**src/rtl/soc_interconnect.sv**
```systemverilog
`default_nettype none
// ============================================================================
// Module   : soc_interconnect -- round-robin N-master / M-slave shared bus
//            with base/mask decode, registered response and slave timeout.
// Revision : 1.0
// ============================================================================
module soc_interconnect #(
    parameter int                      N_MASTERS      = 2,
    parameter int                      N_SLAVES       = 2,
    parameter logic [N_SLAVES*32-1:0]  SLAVE_BASE     = {32'h1000_0000, 32'h0000_0000},
    parameter logic [N_SLAVES*32-1:0]  SLAVE_MASK     = {32'hFFFF_FF00, 32'hFFC0_0000},
    parameter int                      TIMEOUT_CYCLES = 255
) (
    input  logic                       clk,
    input  logic                       rst_n,
    input  logic [N_MASTERS-1:0]       m_req,
    input  logic [N_MASTERS-1:0]       m_we,
    input  logic [N_MASTERS*32-1:0]    m_addr,
    input  logic [N_MASTERS*32-1:0]    m_wdata,
    input  logic [N_MASTERS*4-1:0]     m_wstrb,
    output logic [N_MASTERS*32-1:0]    m_rdata,
    output logic [N_MASTERS-1:0]       m_ready,
    output logic [N_MASTERS-1:0]       m_error,
    output logic [N_SLAVES-1:0]        s_req,
    output logic                       s_we,
    output logic [31:0]                s_addr,
    output logic [31:0]                s_wdata,
    output logic [3:0]                 s_wstrb,
    input  logic [N_SLAVES*32-1:0]     s_rdata,
    input  logic [N_SLAVES-1:0]        s_ready
);

    localparam int c_gnt_w = (N_MASTERS > 1) ? $clog2(N_MASTERS) : 1;
    localparam int c_sel_w = (N_SLAVES > 1) ? $clog2(N_SLAVES) : 1;
    localparam int c_cnt_w = (TIMEOUT_CYCLES > 1) ? $clog2(TIMEOUT_CYCLES + 1) : 1;
    localparam logic [c_cnt_w-1:0] c_cnt_last  = (TIMEOUT_CYCLES > 0) ? c_cnt_w'(TIMEOUT_CYCLES - 1) : '0;
    localparam logic [c_gnt_w-1:0] c_gnt_reset = c_gnt_w'(N_MASTERS - 1);

    typedef enum logic [1:0] {
        S_IDLE   = 2'd0,
        S_ACTIVE = 2'd1,
        S_RESP   = 2'd2
    } state_t;

    state_t               state_q, state_d;
    logic [c_gnt_w-1:0]   grant_q, grant_d;
    logic [c_gnt_w-1:0]   last_q, last_d;
    logic [c_sel_w-1:0]   sel_q, sel_d;
    logic                 we_q, we_d;
    logic [31:0]          addr_q, addr_d;
    logic [31:0]          wdata_q, wdata_d;
    logic [3:0]           wstrb_q, wstrb_d;
    logic [31:0]          rdata_q, rdata_d;
    logic                 err_q, err_d;
    logic [c_cnt_w-1:0]   cnt_q, cnt_d;

    logic                 w_arb_hi_found;
    logic [c_gnt_w-1:0]   w_arb_hi;
    logic [c_gnt_w-1:0]   w_arb_lo;
    logic [c_gnt_w-1:0]   w_arb_gnt;
    logic                 w_req_we;
    logic [31:0]          w_req_addr;
    logic [31:0]          w_req_wdata;
    logic [3:0]           w_req_wstrb;
    logic                 w_dec_hit;
    logic [c_sel_w-1:0]   w_dec_sel;
    logic                 w_sel_ready;
    logic [31:0]          w_sel_rdata;

    // Round-robin: lowest requester above last_q, else lowest requester overall.
    always_comb begin
        w_arb_hi_found = 1'b0;
        w_arb_hi       = '0;
        w_arb_lo       = '0;
        for (int i = N_MASTERS - 1; i >= 0; i--) begin
            if (m_req[i]) begin
                w_arb_lo = c_gnt_w'(i);
                if (i > int'(last_q)) begin
                    w_arb_hi_found = 1'b1;
                    w_arb_hi       = c_gnt_w'(i);
                end
            end
        end
        w_arb_gnt = w_arb_hi_found ? w_arb_hi : w_arb_lo;
    end

    always_comb begin
        w_req_we    = 1'b0;
        w_req_addr  = '0;
        w_req_wdata = '0;
        w_req_wstrb = '0;
        for (int i = 0; i < N_MASTERS; i++) begin
            if (c_gnt_w'(i) == w_arb_gnt) begin
                w_req_we    = m_we[i];
                w_req_addr  = m_addr[i*32 +: 32];
                w_req_wdata = m_wdata[i*32 +: 32];
                w_req_wstrb = m_wstrb[i*4 +: 4];
            end
        end
    end

    // Descending scan so the lowest-index match wins on overlapping windows.
    always_comb begin
        w_dec_hit = 1'b0;
        w_dec_sel = '0;
        for (int j = N_SLAVES - 1; j >= 0; j--) begin
            if ((w_req_addr & SLAVE_MASK[j*32 +: 32]) == SLAVE_BASE[j*32 +: 32]) begin
                w_dec_hit = 1'b1;
                w_dec_sel = c_sel_w'(j);
            end
        end
    end

    always_comb begin
        w_sel_ready = 1'b0;
        w_sel_rdata = '0;
        for (int j = 0; j < N_SLAVES; j++) begin
            if (c_sel_w'(j) == sel_q) begin
                w_sel_ready = s_ready[j];
                w_sel_rdata = s_rdata[j*32 +: 32];
            end
        end
    end

    always_comb begin
        state_d = state_q;
        grant_d = grant_q;
        last_d  = last_q;
        sel_d   = sel_q;
        we_d    = we_q;
        addr_d  = addr_q;
        wdata_d = wdata_q;
        wstrb_d = wstrb_q;
        rdata_d = rdata_q;
        err_d   = err_q;
        cnt_d   = cnt_q;
        case (state_q)
            S_IDLE: begin
                if (|m_req) begin
                    grant_d = w_arb_gnt;
                    last_d  = w_arb_gnt;
                    sel_d   = w_dec_sel;
                    we_d    = w_req_we;
                    addr_d  = w_req_addr;
                    wdata_d = w_req_wdata;
                    wstrb_d = w_req_wstrb;
                    rdata_d = '0;
                    cnt_d   = '0;
                    err_d   = ~w_dec_hit;
                    state_d = w_dec_hit ? S_ACTIVE : S_RESP;
                end
            end
            S_ACTIVE: begin
                if (w_sel_ready) begin
                    rdata_d = we_q ? 32'h0 : w_sel_rdata;
                    err_d   = 1'b0;
                    state_d = S_RESP;
                end else if ((TIMEOUT_CYCLES != 0) && (cnt_q == c_cnt_last)) begin
                    rdata_d = '0;
                    err_d   = 1'b1;
                    state_d = S_RESP;
                end else if (TIMEOUT_CYCLES != 0) begin
                    cnt_d = cnt_q + c_cnt_w'(1);
                end
            end
            S_RESP: begin
                state_d = S_IDLE;
            end
            default: begin
                state_d = S_IDLE;
            end
        endcase
    end

    // Outputs decode only registered state, so no input-to-output path exists.
    always_comb begin
        m_ready = '0;
        m_error = '0;
        m_rdata = '0;
        s_req   = '0;
        s_we    = 1'b0;
        s_addr  = '0;
        s_wdata = '0;
        s_wstrb = '0;
        if (state_q == S_RESP) begin
            for (int i = 0; i < N_MASTERS; i++) begin
                if (c_gnt_w'(i) == grant_q) begin
                    m_ready[i]          = 1'b1;
                    m_error[i]          = err_q;
                    m_rdata[i*32 +: 32] = rdata_q;
                end
            end
        end
        if (state_q == S_ACTIVE) begin
            for (int j = 0; j < N_SLAVES; j++) begin
                if (c_sel_w'(j) == sel_q) begin
                    s_req[j] = 1'b1;
                end
            end
            s_we    = we_q;
            s_addr  = addr_q;
            s_wdata = wdata_q;
            s_wstrb = wstrb_q;
        end
    end

    always_ff @(posedge clk or negedge rst_n) begin
        if (!rst_n) begin
            state_q <= S_IDLE;
            grant_q <= '0;
            last_q  <= c_gnt_reset;
            sel_q   <= '0;
            we_q    <= 1'b0;
            addr_q  <= '0;
            wdata_q <= '0;
            wstrb_q <= '0;
            rdata_q <= '0;
            err_q   <= 1'b0;
            cnt_q   <= '0;
        end else begin
            state_q <= state_d;
            grant_q <= grant_d;
            last_q  <= last_d;
            sel_q   <= sel_d;
            we_q    <= we_d;
            addr_q  <= addr_d;
            wdata_q <= wdata_d;
            wstrb_q <= wstrb_d;
            rdata_q <= rdata_d;
            err_q   <= err_d;
            cnt_q   <= cnt_d;
        end
    end

endmodule
`default_nettype wire

```
**config.mk**
```make
export PLATFORM = sky130hd
export DESIGN_NAME = soc_interconnect
export DESIGN_NICKNAME = d
export VERILOG_FILES = /design/src/rtl/soc_interconnect.sv
export SDC_FILE = /design/constraint.sdc
export NUM_CORES = 1
export LEC_CHECK = 0
export BUFFER_PORTS_ARGS = -buffer_cell sky130_fd_sc_hd__buf_2
export CORE_AREA = 3 3 134 136
export CTS_CLUSTER_DIAMETER = 120
export DETAILED_ROUTE_END_ITERATION = 10
export DIE_AREA = 0 0 137 139
export PLACE_DENSITY_LB_ADDON = 0.1
export SLEW_MARGIN = 5
export SYNTH_ARGS = -nofsm -noshare
export SYNTH_HDL_FRONTEND = slang
export SYNTH_SLANG_ARGS = --single-unit
```
**constraint.sdc**
```tcl
create_clock -name clk -period 5.5 [get_ports clk]
set_input_delay 1.1 -clock clk [delete_from_list [all_inputs] [get_ports clk]]
set_output_delay 1.1 -clock clk [all_outputs]
set_load 0.03 [all_outputs]
```
# Yosys cells after proc, flatten, opt, wreduce, memory -nomap -nowiden
# Cells that the tools add are included.
# op_classes
add_sub_neg	1
order_cmp	1
eq_ne	8
mux	48
n_bitwise	1
reduce_logical	8
# ops
cell	n
2-to-1 mux 32 bit	11
2-to-1 mux 64 bit	1
one-hot mux 32 bit (2 select lines)	1
logical NOT 32 bit	1
equality test 24 x 21 -> 1 bit (second input constant)	1
2-to-1 mux 8 bit	3
2-to-1 mux 1 bit	20
one-hot mux 8 bit (2 select lines)	1
2-to-1 mux 2 bit	7
adder 8 x 1 -> 8 bit (second input constant)	1
equality test 8 bit (second input constant)	1
2-to-1 mux 4 bit	2
!= test 2 bit (second input constant)	3
one-hot mux 2 bit (2 select lines)	1
AND reduction 2 bit	2
AND reduction 4 bit	1
!= test 3 bit (second input constant)	1
AND reduction 3 bit	1
equality test 2 x 1 -> 1 bit (second input constant)	1
equality test 2 bit (second input constant)	1
logical NOT 2 bit	1
one-hot mux 1 bit (2 select lines)	1
nonzero test 2 bit	1
OR reduction 2 bit	1
2 further kinds	2
# word_totals
ff_bits	115
input_bits	208
output_inout_bits	139
wordCells	78

# Longest topological paths before layout
# Gate-level depths: netlist of the first run.
# logic_depth
word_depth	11
mapped_depth	8
mapped_depth_nobuf	7

# Worst setup path before layout of the first run
# OpenSTA, ideal clock, no wires.
# synth_path
kind	reg2out
start	register state_q[0]
end	output port m_rdata[23]
arrival_ps	1653
required_ps	4400
setup_slack_ps	2747
stages_incl_launch_ff	4
n_path_buf	1
path_cell_list	dfrtp_1 nor3b_1 clkbuf_1 and2_1
# synth_via
elab_chain_cells	2
# synth_lines
item	line_no	text
from (decl)	45	state_t state_q, state_d;
from (signal assigned)	221	state_q <= state_d;
equality test 2 bit	185	if (state_q == S_RESP) begin
2-to-1 mux 64 bit	185	
to (decl)	21	output logic [N_MASTERS*32-1:0] m_rdata,
# No other way between the ends.

# Worst setup path after layout of the first run
# layout_path
start	register state_q[0]
end	output port s_wdata[30]
# layout_via
elab_chain_cells	2
# layout_lines
item	line_no	text
equality test 2 x 1 -> 1 bit	194	if (state_q == S_ACTIVE) begin
2-to-1 mux 32 bit	194	
to (decl)	27	output logic [31:0] s_wdata,
# No other way between the ends.

==> results_dict.tcl, run 1 <==
set metrics [dict create \
    status "finished clean" \
    ys_seq_area_share_pct 45.8 \
    hpwlAfterDp_mm 15.5 \
    maxCapViolations 0 \
    routedWlPerCell_um 16.0 \
    hold_path.class "reg2reg" \
    die_w_um 137 \
    yosysWarnings 0 \
    track_usage_pct 21.7 \
    maxSlewHeadroom_pct 25.2 \
    cts_setup_buffers 0 \
    final_net_count 1287 \
    grt_pass1_vias 6185 \
    crit_required_ns 4.40 \
    floorplan.initialDensity_pct 36.9 \
    synth.net_count 971 \
    h-tree-depth 4 \
    ant_nets 0 \
    tightest_slew_ns 1.12 \
    maxSlewViolCount 0 \
    cts_buffers 17 \
    ys_ff_latch 115 \
    cpMaxStageDelayCell "nor2b_4" \
    path_cells "nor2b_4, buf_4, and2_1, buf_2" \
    fmax_mhz 286 \
    min_from "addr_q[17]" \
    cts_hold_buf 0 \
    fp.dieH_um 139 \
    drive_gt1_share_pct 36.1 \
    max_stage_delay_ns 0.62 \
    cp_max_fo 40 \
    async_reset_ff_share_pct 100 \
    io_pins 347 \
    grt_max_degree 84 \
    vias 6363 \
    num_rows 48 \
    final-hold-violation-count 0 \
    rsz0062_at_grt "no" \
    r2r_slack_ns 2.14 \
    gp_congestion 0.840 \
    root_buffer "clkbuf_16" \
    cp-start-kind "register" \
    drc 0 \
    syn2layout_area_growth_pct 38.9 \
    path_class "reg2out" \
    n_fill_cell 1727 \
    routed_wl_mm 21.1 \
    setup_viol 0 \
    synthCells 761 \
    drt_iter0_markers 250 \
    peakVddDrop_mv 0.221 \
    synth.cell_area_sq_um 6290 \
    setup_tns_ns 0 \
    dpl_cell_area_sq_um 8170 \
    ys_types 37 \
    r2r_start "sel_q" \
    cts_buffer_depth 2 \
    synth_ff_type "dfrtp_1" \
    startpoint "state_q[0]" \
    fin_crit_sh_pct 63.7 \
    postSynthAreaPerCell_sq_um 8.27 \
    grt_pass1_wl_mm 32.4 \
    design_area_sq_um 8740 \
    cts_tree "built" \
    arrival_ns 2.40 \
    fin_skew_ns 0.0102 \
    fin_total_pwr_mw 3.15 \
    core-area_sq_um 17100 \
    leakage_nw 4.50 \
    io_buffers 346 \
    avgViaCountPerCell 4.84 \
    synth_edf_count 0 \
    die_area_sq_um 19000 \
    dr.pass1.iters 5 \
    grt_overflow 0 \
    antenna_found_initial 3 \
    fin_crit_ns 3.50 \
    insertion_delay_ns 0.41 \
    clk_pin_slew_ns 0.05 \
    cp-end-kind "output port" \
    cts_sinks 115 \
    power.density_nw_per_um2 361 \
    cts_resized 0 \
]
Yosys cell counts, types with 5 or more instances:
cell type / count / area, sq um
a21oi_1: 5 / 25.0
and2_1: 137 / 857
nand2_1: 176 / 661
a31oi_1: 66 / 413
nor4_1: 10 / 62.6
nand3_1: 6 / 30.0
o21ai_1: 39 / 195
nor2_1: 76 / 285
mux2i_1: 36 / 360
buf_1: 7 / 26.3
clkbuf_1: 41 / 154
buf_2: 8 / 40.0
dfrtp_1: 114 / 2850
final timing paths:
path | endpoint | depth (start not counted)
max | s_wdata[30] | 4
min reg2reg | addr_q[17] | 2
max in group asynchronous | addr_q[21] | 2
min | addr_q[17] | 2
max reg2reg | rdata_q[7] | 5
min in group asynchronous | wstrb_q[0] | 1
metal layers:
layer | GRT usage [%] | routed length, um | up-vias
li1 | - | - | 3177
met1 | 26.0 | 8370 | 2919
met2 | 37.3 | 10500 | 243
met3 | 6.06 | 1820 | 22
met4 | 7.09 | 350 | 2
met5 | 0 | 14 | -
through the flow:
step / utilization [%] / cells / hold slack [ns] / worst slack, ns
final: 51.2 / 1316 / 0.479 / 2.00
after global routing: 51.2 / 1316 / 0.509 / 1.68
after CTS: 51.2 / 1314 / 0.493 / 1.93
after detailed placement: 47.9 / 1283 / 0.475 / 2.06
after global placement: 47.9 / 1283 / 0.462 / 2.14
after floorplan: - / 761 / 0.437 / 2.75
cell usage in the layout (no fill, tap or decap), types with 3 or more instances in the layout:
cell,Yosys,routed
buf_4,0,8
mux2i_1,36,36
clkbuf_16,0,17
dfrtp_1,114,113
nor2_1,76,76
nand2_1,176,176
nand3_1,6,6
clkinvlp_4,0,3
or3_1,3,3
a31oi_1,66,66
a21oi_1,5,5
clkinv_2,0,6
o21ai_0,3,3
buf_2,8,345
xnor2_1,4,4
nand4_1,3,3
nor4_1,10,10
and2_1,137,137
o21ai_1,39,39
where the power goes:
| part | switching (mW) | internal, mW |
|---|---|---|
| Sequential | 0.140 | 1.12 |
| Combinational | 0.533 | 0.304 |
| Clock | 0.382 | 0.669 |
| Total | 1.06 | 2.09 |
critical path: cells and delay by family, from the launching register on:
| kind | cells | cell delay, ns |
|---|---|---|
| flip-flops | 1 | 0.47 |
| AND/OR/NAND/NOR | 2 | 0.83 |
| buffers and inverters | 2 | 0.65 |
registers in the layout, indices dropped and copies added, names as in the netlist:
signal	flops
addr_q	32
rdata_q	32
wdata_q	32
cnt_q	8
wstrb_q	4
state_q	2
err_q	1
grant_q	1
last_q	1
sel_q	1
we_q	1
cell type report:
class                   count  area (sq um)  area share [%]
well taps                 225           282            3.22
multi-input cells         588          3220            36.8
clock buffers              20           447            5.11
inverters                   2          7.51          0.0859
repair buffers            353          1790            20.4
diodes                      2          5.00          0.0573
flip-flops and latches    115          2880            33.0
clock inverters            11           113            1.29
kinds of logic after synthesis:
| logic type | synth area share [%] |
|---|---|
| AND/OR/NAND/NOR | 31.8 |
| AO/OA/AOI/OAI | 12.0 |
| flip-flops | 45.8 |
| buffers and inverters | 3.62 |
| multiplexers | 5.97 |
| XOR/XNOR | 0.557 |
| adder cells (fa/ha/maj) | 0.398 |
Note: power is estimated with default switching activity, not from simulation.
==> run 2, diff against run 1 <==
==> constraint.sdc (replaced) <==
create_clock -name clk -period 3.3 [get_ports clk]
set_input_delay 0.66 -clock clk [delete_from_list [all_inputs] [get_ports clk]]
set_output_delay 0.66 -clock clk [all_outputs]
set_load 0.03 [all_outputs]
==> results_dict.tcl, run 2 (synthesis gave the netlist of run 1 again) <==
set metrics [dict create \
    insertion_delay_ns 0.42 \
    track_usage_pct 22.2 \
    hpwlAfterDp_mm 15.9 \
    grt_pass1_vias 6262 \
    vias 6398 \
    root_buffer "clkbuf_16" \
    clk_pin_slew_ns 0.06 \
    cpMaxStageDelayCell "dfrtp_1" \
    arrival_ns 1.81 \
    floorplan.initialDensity_pct 36.9 \
    path_cells "and3b_1, buf_4, and2_1, buf_2" \
    largestRegisters "addr_q x32, rdata_q x32, wdata_q x32" \
    io_pins 347 \
    ant_nets 0 \
    cts_sinks 115 \
    power.density_nw_per_um2 612 \
    cp-end-kind "output port" \
    routed_wl_mm 21.3 \
    r2r_slack_ns 1.00 \
    maxSlewViolCount 0 \
    final_common_cell "buf_2" \
    cts_setup_buffers 0 \
    diodes 0 \
    core-area_sq_um 17100 \
    grt_overflow 0 \
    status "finished clean" \
    fin_crit_ns 2.47 \
    fp.dieH_um 139 \
    routedWlPerCell_um 16.1 \
    crit_required_ns 2.64 \
    fmax_mhz 405 \
    critical-path-top-delay-family "buffers and inverters" \
    fin_skew_ns 0.00626 \
    grt_max_degree 52 \
    cp.buffers_inverters 2 \
    setup_viol 0 \
    setup_tns_ns 0 \
    final_cell_mix "buf_2 (345), nand2_1 (176), and2_1 (137)" \
    drc 0 \
    num_rows 48 \
    cp_max_fo 34 \
    cts_buffer_depth 2 \
    drive_gt1_share_pct 36.9 \
    fin_crit_sh_pct 74.9 \
    max_stage_delay_ns 0.45 \
    gp_congestion 0.888 \
    fin_total_pwr_mw 5.43 \
    path_class "reg2out" \
    design_area_sq_um 8880 \
    maxCapViolations 0 \
    grt_pass1_wl_mm 33.1 \
    cts_buffers 17 \
    hold_path.class "in2async" \
    drt_iter0_markers 270 \
    final_net_count 1298 \
    leakage_nw 4.57 \
    cts_hold_buf 0 \
    die_w_um 137 \
    h-tree-depth 4 \
    cts_resized 0 \
    syn2layout_area_growth_pct 41.2 \
    io_buffers 346 \
    rsz0062_at_grt "no" \
    avgViaCountPerCell 4.83 \
    cts_tree "built" \
    maxSlewHeadroom_pct 27.3 \
    n_fill_cell 1762 \
    peakVddDrop_mv 0.395 \
    final-hold-violation-count 0 \
    antenna_found_initial 1 \
    dpl_cell_area_sq_um 8280 \
    cp-start-kind "register" \
    die_area_sq_um 19000 \
    dr.pass1.iters 4 \
    tightest_slew_ns 1.09 \
]
[run 2: area by class of cell]
cell class	count	area, sq um	share of cell area (%)
clock buffers	19	443	4.99
clock inverters	13	160	1.80
inverters	2	7.51	0.0845
multi-input cells	588	3220	36.2
flip-flops and latches	115	2880	32.4
well taps	225	282	3.17
repair buffers	364	1890	21.3
[run 2: metal layers]
| layer | vias up | global-route usage [%] | part of all wire, % |
|---|---|---|---|
| li1 | 3194 | - | - |
| met1 | 2925 | 26.1 | 41 |
| met2 | 248 | 38.4 | 49 |
| met3 | 29 | 6.75 | 8.2 |
| met4 | 2 | 7.04 | 1.8 |
| met5 | - | 0 | 0.075 |
[run 2: path summary, 6_finish.rpt]
path / start / cells past startpoint / to
max: state_q[0] / 4 / m_rdata[32]
min: rst_n / 1 / rdata_q[4]
max reg2reg: cnt_q[0] / 8 / rdata_q[12]
min reg2reg: addr_q[17] / 2 / addr_q[17]
max in group asynchronous: rst_n / 2 / rdata_q[9]
min in group clk: addr_q[17] / 2 / addr_q[17]
[run 2: stage by stage]
| step | worst slack [ns] | cells | utilization, % | hold slack [ns] |
|---|---|---|---|---|
| final | 0.829 | 1326 | 52.1 | 0.237 |
| after detailed placement | 0.781 | 1294 | 48.5 | 0.458 |
| after global placement | 0.794 | 1294 | 48.5 | 0.450 |
| after floorplan | 0.987 | 761 | - | 0.364 |
| after CTS | 0.790 | 1326 | 52.1 | 0.248 |
| after global routing | 0.698 | 1326 | 52.1 | 0.271 |
[run 2: worst reg2reg max path, stage by stage, from the launching register on]
cell      delay, ns
dfrtp_1        0.42
inv_1          0.07
ha_1           0.14
nand3_1        0.09
o211ai_1       0.87
nand2_1        0.11
buf_4          0.28
nand2_1        0.11
o21ai_1        0.07
[run 2: report_power, final]
part           switching, mW  internal (mW)
registers              0.224           1.87
logic                  0.909          0.551
clock network          0.681           1.20
total                   1.81           3.62
